File: src/rtl/seq_detect_param.sv
// ---------------------------------------------------------------------------
// seq_detect_param
//   Parametrised serial bit-pattern detector. Bits are shifted in one per
//   qualified clock (en=1). A registered one-cycle pulse on `out` flags each
//   occurrence of PATTERN, and a saturating counter tallies matches since the
//   last reset or clear. The next-state table is a KMP-style automaton that is
//   computed once at elaboration from PATTERN, so no pattern storage exists at
//   run time.
//
// Parameters
//   LEN      pattern length in bits, 2..32
//   PATTERN  pattern; PATTERN[LEN-1] is the first bit received
//   OVERLAP  1 = a match may reuse the tail of the previous occurrence
//   CNT_W    match counter width
//
// Ports
//   clk        in   1      rising-edge clock
//   rst        in   1      asynchronous reset, active-high
//   en         in   1      signal carries a valid bit this cycle
//   clr        in   1      synchronous clear of state, out and match_cnt
//   signal     in   1      serial data bit
//   out        out  1      registered match pulse
//   match_cnt  out  CNT_W  saturating match count
// ---------------------------------------------------------------------------
module seq_detect_param #(
    parameter int             LEN     = 4,
    parameter logic [LEN-1:0] PATTERN = 4'b1011,
    parameter bit             OVERLAP = 1'b1,
    parameter int             CNT_W   = 8
) (
    input  logic             clk,
    input  logic             rst,
    input  logic             en,
    input  logic             clr,
    input  logic             signal,
    output logic             out,
    output logic [CNT_W-1:0] match_cnt
);

    if (LEN < 2 || LEN > 32) begin : g_len_err
        $error("seq_detect_param: LEN must lie in 2..32");
    end

    localparam int            SW   = $clog2(LEN);
    localparam int            NS   = 1 << SW;
    localparam logic [SW-1:0] LAST = SW'(LEN - 1);

    // i-th pattern bit in arrival order (i = 0 is the first bit received).
    function automatic logic pbit(input int i);
        logic [63:0] p;
        p = 64'(PATTERN) >> (LEN - 1 - i);
        return p[0];
    endfunction

    function automatic logic [63:0] low_mask(input int k);
        return (64'd1 << k) - 64'd1;
    endfunction

    // State reached from state s on bit b. The recent history is exactly the
    // first s pattern bits followed by b, so the new state is the longest
    // suffix of that short sequence which is also a proper prefix of PATTERN.
    // A full match in non-overlapping mode restarts from zero.
    function automatic int next_st(input int s, input logic b);
        logic [63:0] seq;
        int          n;
        int          kmax;
        int          res;
        bit          found;
        seq = '0;
        for (int i = 0; i < s; i++) seq = {seq[62:0], pbit(i)};
        seq   = {seq[62:0], b};
        n     = s + 1;
        kmax  = (n < LEN) ? n : LEN - 1;
        res   = 0;
        found = 1'b0;
        if (!(n == LEN && b == pbit(s) && !OVERLAP)) begin
            for (int k = kmax; k > 0; k--) begin
                if (!found && (seq & low_mask(k)) == (64'(PATTERN) >> (LEN - k))) begin
                    res   = k;
                    found = 1'b1;
                end
            end
        end
        return res;
    endfunction

    // Elaboration-time transition and expected-bit tables. Codes at or above
    // LEN cannot be reached; they are filled with zero so indexing by the full
    // state width stays in range.
    logic [SW-1:0] nxt0 [NS];
    logic [SW-1:0] nxt1 [NS];
    logic [NS-1:0] exp_bit;

    for (genvar s = 0; s < NS; s++) begin : g_tab
        if (s < LEN) begin : g_live
            localparam logic [SW-1:0] N0 = SW'(next_st(s, 1'b0));
            localparam logic [SW-1:0] N1 = SW'(next_st(s, 1'b1));
            localparam logic          EB = pbit(s);
            assign nxt0[s]    = N0;
            assign nxt1[s]    = N1;
            assign exp_bit[s] = EB;
        end else begin : g_dead
            assign nxt0[s]    = '0;
            assign nxt1[s]    = '0;
            assign exp_bit[s] = 1'b0;
        end
    end

    // The state is a matched-prefix length rather than a set of named modes,
    // so it is kept as a plain count instead of an enum.
    logic [SW-1:0]    st, st_d;
    logic             out_d;
    logic [CNT_W-1:0] cnt_d;
    logic             hit;

    // NOTE: every variable driven here gets a default first, so no path can
    // leave a value unassigned and infer a latch.
    always_comb begin
        st_d  = st;
        out_d = 1'b0;
        cnt_d = match_cnt;
        hit   = en && (st == LAST) && (signal == exp_bit[st]);
        if (clr) begin
            st_d  = '0;
            cnt_d = '0;
        end else if (en) begin
            st_d  = signal ? nxt1[st] : nxt0[st];
            out_d = hit;
            if (hit && match_cnt != '1) cnt_d = match_cnt + 1'b1;
        end
    end

    // NOTE: registered state uses non-blocking assignments so every flop
    // samples the pre-edge values of the others.
    always_ff @(posedge clk or posedge rst) begin
        if (rst) begin
            st        <= '0;
            out       <= 1'b0;
            match_cnt <= '0;
        end else begin
            st        <= st_d;
            out       <= out_d;
            match_cnt <= cnt_d;
        end
    end

endmodule
File: config.mk
export PLATFORM = sky130hd
export DESIGN_NAME = seq_detect_param
export DESIGN_NICKNAME = d
export VERILOG_FILES = /design/src/rtl/seq_detect_param.sv
export SDC_FILE = /design/constraint.sdc
export NUM_CORES = 1
export LEC_CHECK = 0
export ABC_AREA = 0
export CAP_MARGIN = 20
export CELL_PAD_IN_SITES_DETAIL_PLACEMENT = 0
export CELL_PAD_IN_SITES_GLOBAL_PLACEMENT = 1
export CORE_AREA = 5 5 45 47
export DETAILED_ROUTE_END_ITERATION = 6
export DIE_AREA = 0 0 50 52
export GPL_TIMING_DRIVEN = 0
export PLACE_DENSITY = 0.79
export SLEW_MARGIN = 20
export SYNTH_ARGS = -nofsm -noshare
export SYNTH_HDL_FRONTEND = slang
export SYNTH_SLANG_ARGS = --single-unit
File: constraint.sdc
create_clock -name clk -period 2.6 [get_ports clk]
set_input_delay 0.26 -clock clk [delete_from_list [all_inputs] [get_ports clk]]
set_output_delay 0.26 -clock clk [all_outputs]
set_load 0.01 [all_outputs]
==> results of run 1 <==
how the worst max path moves through the flow:
stage / from / depth (start not counted) / endpoint
global route: match_cnt[0] / 5 / match_cnt[1]
floorplan: match_cnt[0] / 5 / match_cnt[1]
detailed placement: en / 4 / match_cnt[6]
CTS: match_cnt[2] / 1 / match_cnt[2]
global placement: en / 4 / match_cnt[6]
finish: match_cnt[2] / 1 / match_cnt[2]
registers in the layout, indices dropped and copies added (netlist names):
| name | cells |
|---|---|
| out | 1 |
| st | 2 |
| match_cnt | 8 |
cell families (layout without fill, tap and decap cells):
kind of cell	Yosys count	after routing	share of synthesized area
xor+xnor	6	6	0.0952
fa+ha+maj	1	1	0.0227
compound gates	9	9	0.113
flops	11	11	0.499
mux	2	2	0.0363
buf+inv	3	20	0.0204
simple gates	22	22	0.213
where the power goes:
| group | total, mW | leakage, nW | switching [mW] | internal, mW |
|---|---|---|---|---|
| Combinational | 0.0169 | 0.160 | 0.00939 | 0.00755 |
| Clock | 0.121 | 0.0150 | 0.0614 | 0.0596 |
| Sequential | 0.173 | 0.153 | 0.00113 | 0.172 |
stage by stage:
stage               std cells   util
floorplan                  54      -
global placement           84  0.436
detailed placement         84  0.436
CTS                        88  0.452
global route               88  0.452
finish                     88  0.452
cells in the final DEF (no fill, tap or decap), drive strengths merged, types with 2 or more instances in the layout:
master         instances
inv                    2
o21ai                  2
clkbuf                 5
o211ai                 3
clkdlybuf4s50         13
dfrtp                 11
nor2                  10
xor2                   5
and3                   3
nand4                  2
nand2                  2
mux2i                  2
a21oi                  2
final cells by class:
cell class / count / area, µm² / share of cell area
Inverter: 2 / 7.51 / 0.0103
Buffer: 1 / 3.75 / 0.00515
Sequential cell: 11 / 275 / 0.377
Clock buffer: 4 / 26.3 / 0.0360
Multi-Input combinational cell: 40 / 265 / 0.364
Timing Repair Buffer: 13 / 130 / 0.178
Tap cell: 17 / 21.3 / 0.0292
layer usage:
metal | share of wire | wire (µm)
met5 | 0 | 0
met4 | 0.027 | 30
met3 | 0.071 | 79
met2 | 0.43 | 478
met1 | 0.47 | 518
==> summary.md, run 1 <==
| Metric | Value |
|---|---|
| Post-Syn Instances | 54 |
| Commonest cells post-synth | dfrtp_1, nor2_1, xor2_1 |
| # diodes | 0 |
| Synth cell types | 23 |
| Run status | finished, final reports clean |
| First DRT Iteration DRCs | 5 |
| First-pass GRT wire length | 2010 µm |
| Initial antenna violation count | 0 |
| Power density over the cells | 427 nW/µm² |
| H-tree depth | 1 |
| CP startpoint kind | register |
| Fin crit period | 1.54 ns |
| Arrival @ worst endpoint | 1.28 ns |
| Crit-path max FO | 6 |
| Worst r2r dst | match_cnt[1] |
| #FFs+latches synth | 11 |
| Hold/Removal Path Class | in2async |
| Ports | 14 |
| FFs w/ async S/R, synth | 1.00 |
| Delay of the slowest critical-path stage | 0.57 ns |
| Top cell type by total area after synthesis | dfrtp_1 |
| Yosys Warn Count | 0 |
| Post-Place Cell Area | 703 µm² |
| GR met3 Demand/Resource | 0.0315 |
| Die area | 2600 µm² |
| Critical Path RT | 2.34 ns |
| Area of the mapped netlist | 552 µm² |
| Kind of cell adding the most delay to the critical path | buffers and inverters |
| Final hold vios | 0 |
| Hold WS | 0.268 ns |
| Gr ovfl total | 0 |
| Vias per cell | 5.07 |
| Setup slack after layout | 1.06 ns |
| CP cell instances | clkdlybuf4s50_1 |
| Post-CTS setup buffer count | 0 |
| Synth-to-layout area growth | 32.2% |
| Site Rows | 15 |
| R2R setup slack | 1.15 ns |
| Largest net degree at the start of global routing | 12 |
| Period Utilization, post-route | 0.592 |
| GP Congestion | 0.810 |
| Clock transition at the registers of the reported paths | 0.07 ns |
| Post-cts resize count | 0 |
| Crit path buf inv count | 1 |
| Max Clk Rate | 0.649 GHz |
| Vias | 446 |
| Die Ht | 52 µm |
| Routed WL | 1110 µm |
| Port Buffers | 13 |
| Crit Path Class | reg2out |
| Avg Cell Area, Syn | 10.2 µm² |
| Worst slew pin tran | 0.424 ns |
| CORE AREA | 1610 µm² |
| Routed Antenna Nets | 0 |
| Reg2Reg Launch Point | match_cnt[0] |
| Max-Cap Viols | 0 |
| Longest Clk Path Bufs | 2 |
| Count leader, synth | dfrtp_1 |
| Worst-Skew Late Latency | 0.28 ns |
| Total GRT Usage | 0.105 |
| Synth top area cells | dfrtp_1, xor2_1, nor2_1 |
| CTS tree | yes |
| Met2 Track Usage GR | 0.146 |
| Clk root buf | clkbuf_4 |
| Slowest CP cell | clkdlybuf4s50_1 |
| Dpl hpwl | 840 µm |
| Num CTS Buffers | 3 |
| Seq/Total Area, Yosys | 0.499 |
| Peak VDD IR | 161 µV |
| Sum Neg Setup Slack | 0 ns |
| Busiest layer in global routing | met2 |
| Fin nets | 78 |
| Clk_skew | 0.00476 ns |
| Initial Util | 0.342 |
| Vias in the first global route | 445 |
| Layout cell share with drive strength beyond 1 | 0.0704 |
| Relative slew slack | 0.717 |
| Met1 Use GR | 0.133 |
| Final setup viols | 0 |
| Synth top area share | 0.499 |
| Fill count | 167 |
| Hold-fix buffers at CTS | 0 |
| FF-to-FF path depth | 5 |
| RSZ-0062 raised after global routing | no |
| DP Worst Slack | 0.891 ns |
| Fin area | 729 µm² |
| Drt drc | 0 |
| Pre-antenna DRT Iters | 2 |
| Mapped Nets | 60 |
| Tot Pwr | 311 µW |
| Max-slew violation count | 0 |
| Die width | 50 µm |
| Primary FF master, synth | dfrtp_1 |
| Wire length per cell | 12.6 µm |
| Post-synth EDFFs | 0 |
| Leak pwr | 0.328 nW |
| Clock Sink Count | 11 |
| Critical path endpoint category | output pin |
Power figures use the tool's default switching activity.
==> run 2: changes to the inputs <==
--- a/config.mk
+++ b/config.mk
@@ -9,11 +9,11 @@
 export CAP_MARGIN = 20
 export CELL_PAD_IN_SITES_DETAIL_PLACEMENT = 0
 export CELL_PAD_IN_SITES_GLOBAL_PLACEMENT = 1
-export CORE_AREA = 5 5 45 47
+export CORE_AREA = 5 5 49 51
 export DETAILED_ROUTE_END_ITERATION = 6
-export DIE_AREA = 0 0 50 52
+export DIE_AREA = 0 0 54 56
 export GPL_TIMING_DRIVEN = 0
-export PLACE_DENSITY = 0.79
+export PLACE_DENSITY = 0.7
 export SLEW_MARGIN = 20
 export SYNTH_ARGS = -nofsm -noshare
 export SYNTH_HDL_FRONTEND = slang
==> constraint.sdc (replaced) <==
create_clock -name clk -period 1.35 [get_ports clk]
set_input_delay 0.135 -clock clk [delete_from_list [all_inputs] [get_ports clk]]
set_output_delay 0.135 -clock clk [all_outputs]
set_load 0.01 [all_outputs]
==> run 2 against run 1 <==
Compared with the run above: global-route usage is 0.80 points lower; sequential share of layout area is 4.4 points lower; sequential power is 93% higher; largest power group unchanged.
==> summary.md, run 2 (synthesis results as in run 1) <==
| Metric | Value |
|---|---|
| Gr ovfl total | 0 (unchanged) |
| Num CTS Buffers | 3 (unchanged) |
| Largest net degree at the start of global routing | 12 (unchanged) |
| Clk root buf | clkbuf_4 |
| CP cell instances | buf_4 -> and3_1 -> and4bb_1 -> xnor2_1 -> nor2_1 |
| Layout cell share with drive strength beyond 1 | 0.247 (+0.176) |
| Routed WL | 1220 µm (+9.7%) |
| Pre-antenna DRT Iters | 3 (+1) |
| GR met3 Demand/Resource | 0.0617 (+0.0301) |
| Post-Place Cell Area | 731 µm² (+3.9%) |
| Worst slew pin tran | 0.450 ns (+0.0264 ns) |
| GP Congestion | 0.800 (-1.2%) |
| Die width | 54 µm (+8.0%) |
| Clock Sink Count | 11 (unchanged) |
| Sum Neg Setup Slack | 0 ns (unchanged) |
| Run status | finished, final reports clean |
| Die area | 3020 µm² (+16%) |
| Most common cell after layout, fill and taps aside | nor2_1 |
| RSZ-0062 raised after global routing | yes |
| Commonest non-fill, non-tap cells in the layout | nor2_1, dfrtp_1, clkdlybuf4s50_1, buf_4 |
| Max-Cap Viols | 0 (unchanged) |
| Max FFs per register | 8 (unchanged) |
| Area of the multi-input gates | 310 µm² (+17%) |
| Max-slew violation count | 0 (unchanged) |
| Dpl hpwl | 885 µm (+5.4%) |
| Final hold vios | 0 (unchanged) |
| Crit path buf inv count | 1 (unchanged) |
| H-tree depth | 1 (unchanged) |
| Longest Clk Path Bufs | 2 (unchanged) |
| Drt drc | 0 (unchanged) |
| CORE AREA | 1900 µm² (+18%) |
| Hold WS | 0.153 ns (-0.115 ns) |
| Total GRT Usage | 0.0968 (-0.00798) |
| Routed Antenna Nets | 0 (unchanged) |
| Synth-to-layout area growth | 51.0% |
| Crit Path Class | reg2reg |
| Max Clk Rate | 0.762 GHz |
| First-pass GRT wire length | 2100 µm (+4.5%) |
| Initial antenna violation count | 0 (unchanged) |
| Crit-path max FO | 3 (-3) |
| Fin area | 833 µm² (+14%) |
| Slowest CP cell | dfrtp_1 |
| Die Ht | 56 µm (+7.7%) |
| Vias in the first global route | 485 (+9.0%) |
| CP startpoint kind | register |
| Busiest layer in global routing | met2 |
| Wire length per cell | 11.7 µm (-7.1%) |
| DP Worst Slack | -0.253 ns (-1.14 ns) |
| Fin crit period | 1.31 ns |
| Hold-fix buffers at CTS | 0 (unchanged) |
| Peak VDD IR | 677 µV (+320%) |
| Port Buffers | 13 (unchanged) |
| # diodes | 0 (unchanged) |
| Kind of cell adding the most delay to the critical path | simple AND/OR/NAND/NOR gates |
| Fin nets | 84 (+7.7%) |
| First DRT Iteration DRCs | 4 (-1) |
| Met1 Use GR | 0.116 (-0.0170) |
| Setup slack after layout | 0.0373 ns (-1.02 ns) |
| Vias per cell | 4.55 (-10%) |
| Fill count | 194 (+16%) |
| Power density over the cells | 701 nW/µm² (+64%) |
| Initial Util | 0.290 (-0.0517) |
| Critical Path RT | 1.49 ns (-0.85 ns) |
| Period Utilization, post-route | 0.972 |
| Biggest register | match_cnt |
| Ports | 14 (unchanged) |
| Vias | 473 (+6.1%) |
| Arrival @ worst endpoint | 1.45 ns (+0.17 ns) |
| Top Registers | match_cnt x8, st x2, out x1 |
| CTS tree | yes |
| Leak pwr | 0.419 nW (+28%) |
| Met2 Track Usage GR | 0.144 (-0.00284) |
| Clk_skew | 0.00180 ns (-0.00296 ns) |
| Worst-Skew Late Latency | 0.26 ns (-0.02 ns) |
| Critical path endpoint category | register |
| Clock transition at the registers of the reported paths | 0.06 ns (about the same) |
| Register area | 278 µm² (+0.91%) |
| Tot Pwr | 584 µW (+88%) |
| Final setup viols | 0 (unchanged) |
| Hold/Removal Path Class | in2async |
| Site Rows | 16 (+1) |
| Delay of the slowest critical-path stage | 0.43 ns (-0.14 ns) |
| Relative slew slack | 0.700 (-0.0173) |
==> run 2: cell count changes in the layout (fill, tap and decap cells not counted), moves of 2 or more <==
cell             previous run  this run
dfrtp_2                     0         2
buf_4                       0         6
dlygate4sd2_1               0         5
dlymetal6s2s_1              0         2
clkdlybuf4s50_1            13         6
dfrtp_1                    11         9
==> run 2: area by class of cell <==
| cell class | instances | share of cell area |
|---|---|---|
| clock buffers | 4 | 0.0315 |
| repair buffers | 19 | 0.209 |
| flip-flops and latches | 11 | 0.333 |
| well taps | 27 | 0.0405 |
| inverters | 2 | 0.00901 |
| multi-input cells | 40 | 0.372 |
| plain buffers | 1 | 0.00450 |
==> run 2: worst paths after layout <==
check                              from  slack (ns)  cells after the start      endpoint
max in group asynchronous           rst        0.88                      2  match_cnt[2]
min in group clk                    clr        0.44                      2  match_cnt[6]
hold / removal                      rst        0.15                      2         st[1]
setup / recovery           match_cnt[0]        0.04                      5  match_cnt[7]
setup reg to reg           match_cnt[0]        0.04                      5  match_cnt[7]
hold reg to reg                   st[1]        0.54                      2         st[1]
==> run 2: repair_timing <==
item | CTS | global route
resized for setup | 8 | 7
pin swaps | 3 | 7
setup endpoints to repair | 13 | 10
setup buffers | 3 | 3
==> run 2: metrics by stage <==
step,instances,utilization
after floorplan,54,-
after global placement,94,0.384
after detailed placement,94,0.384
after CTS,101,0.416
after global routing,104,0.438
final,104,0.438
==> run 2: worst reg2reg max path, cell delays in order (launching register included) <==
cell and delay [ns]:
dfrtp_1 0.43, buf_4 0.15, and3_1 0.21, and4bb_1 0.22
xnor2_1 0.13, nor2_1 0.05
==> run 2: power by group <==
part / internal [mW] / switching, mW / total (mW)
registers: 0.332 / 0.00210 / 0.334
clock network: 0.114 / 0.103 / 0.217
logic: 0.0146 / 0.0180 / 0.0326
==> run 2: per-layer routing <==
metal,wire [µm],up-vias
li1,-,238
met1,526,222
met2,600,13
met3,90,0
met4,0,0
met5,0,-
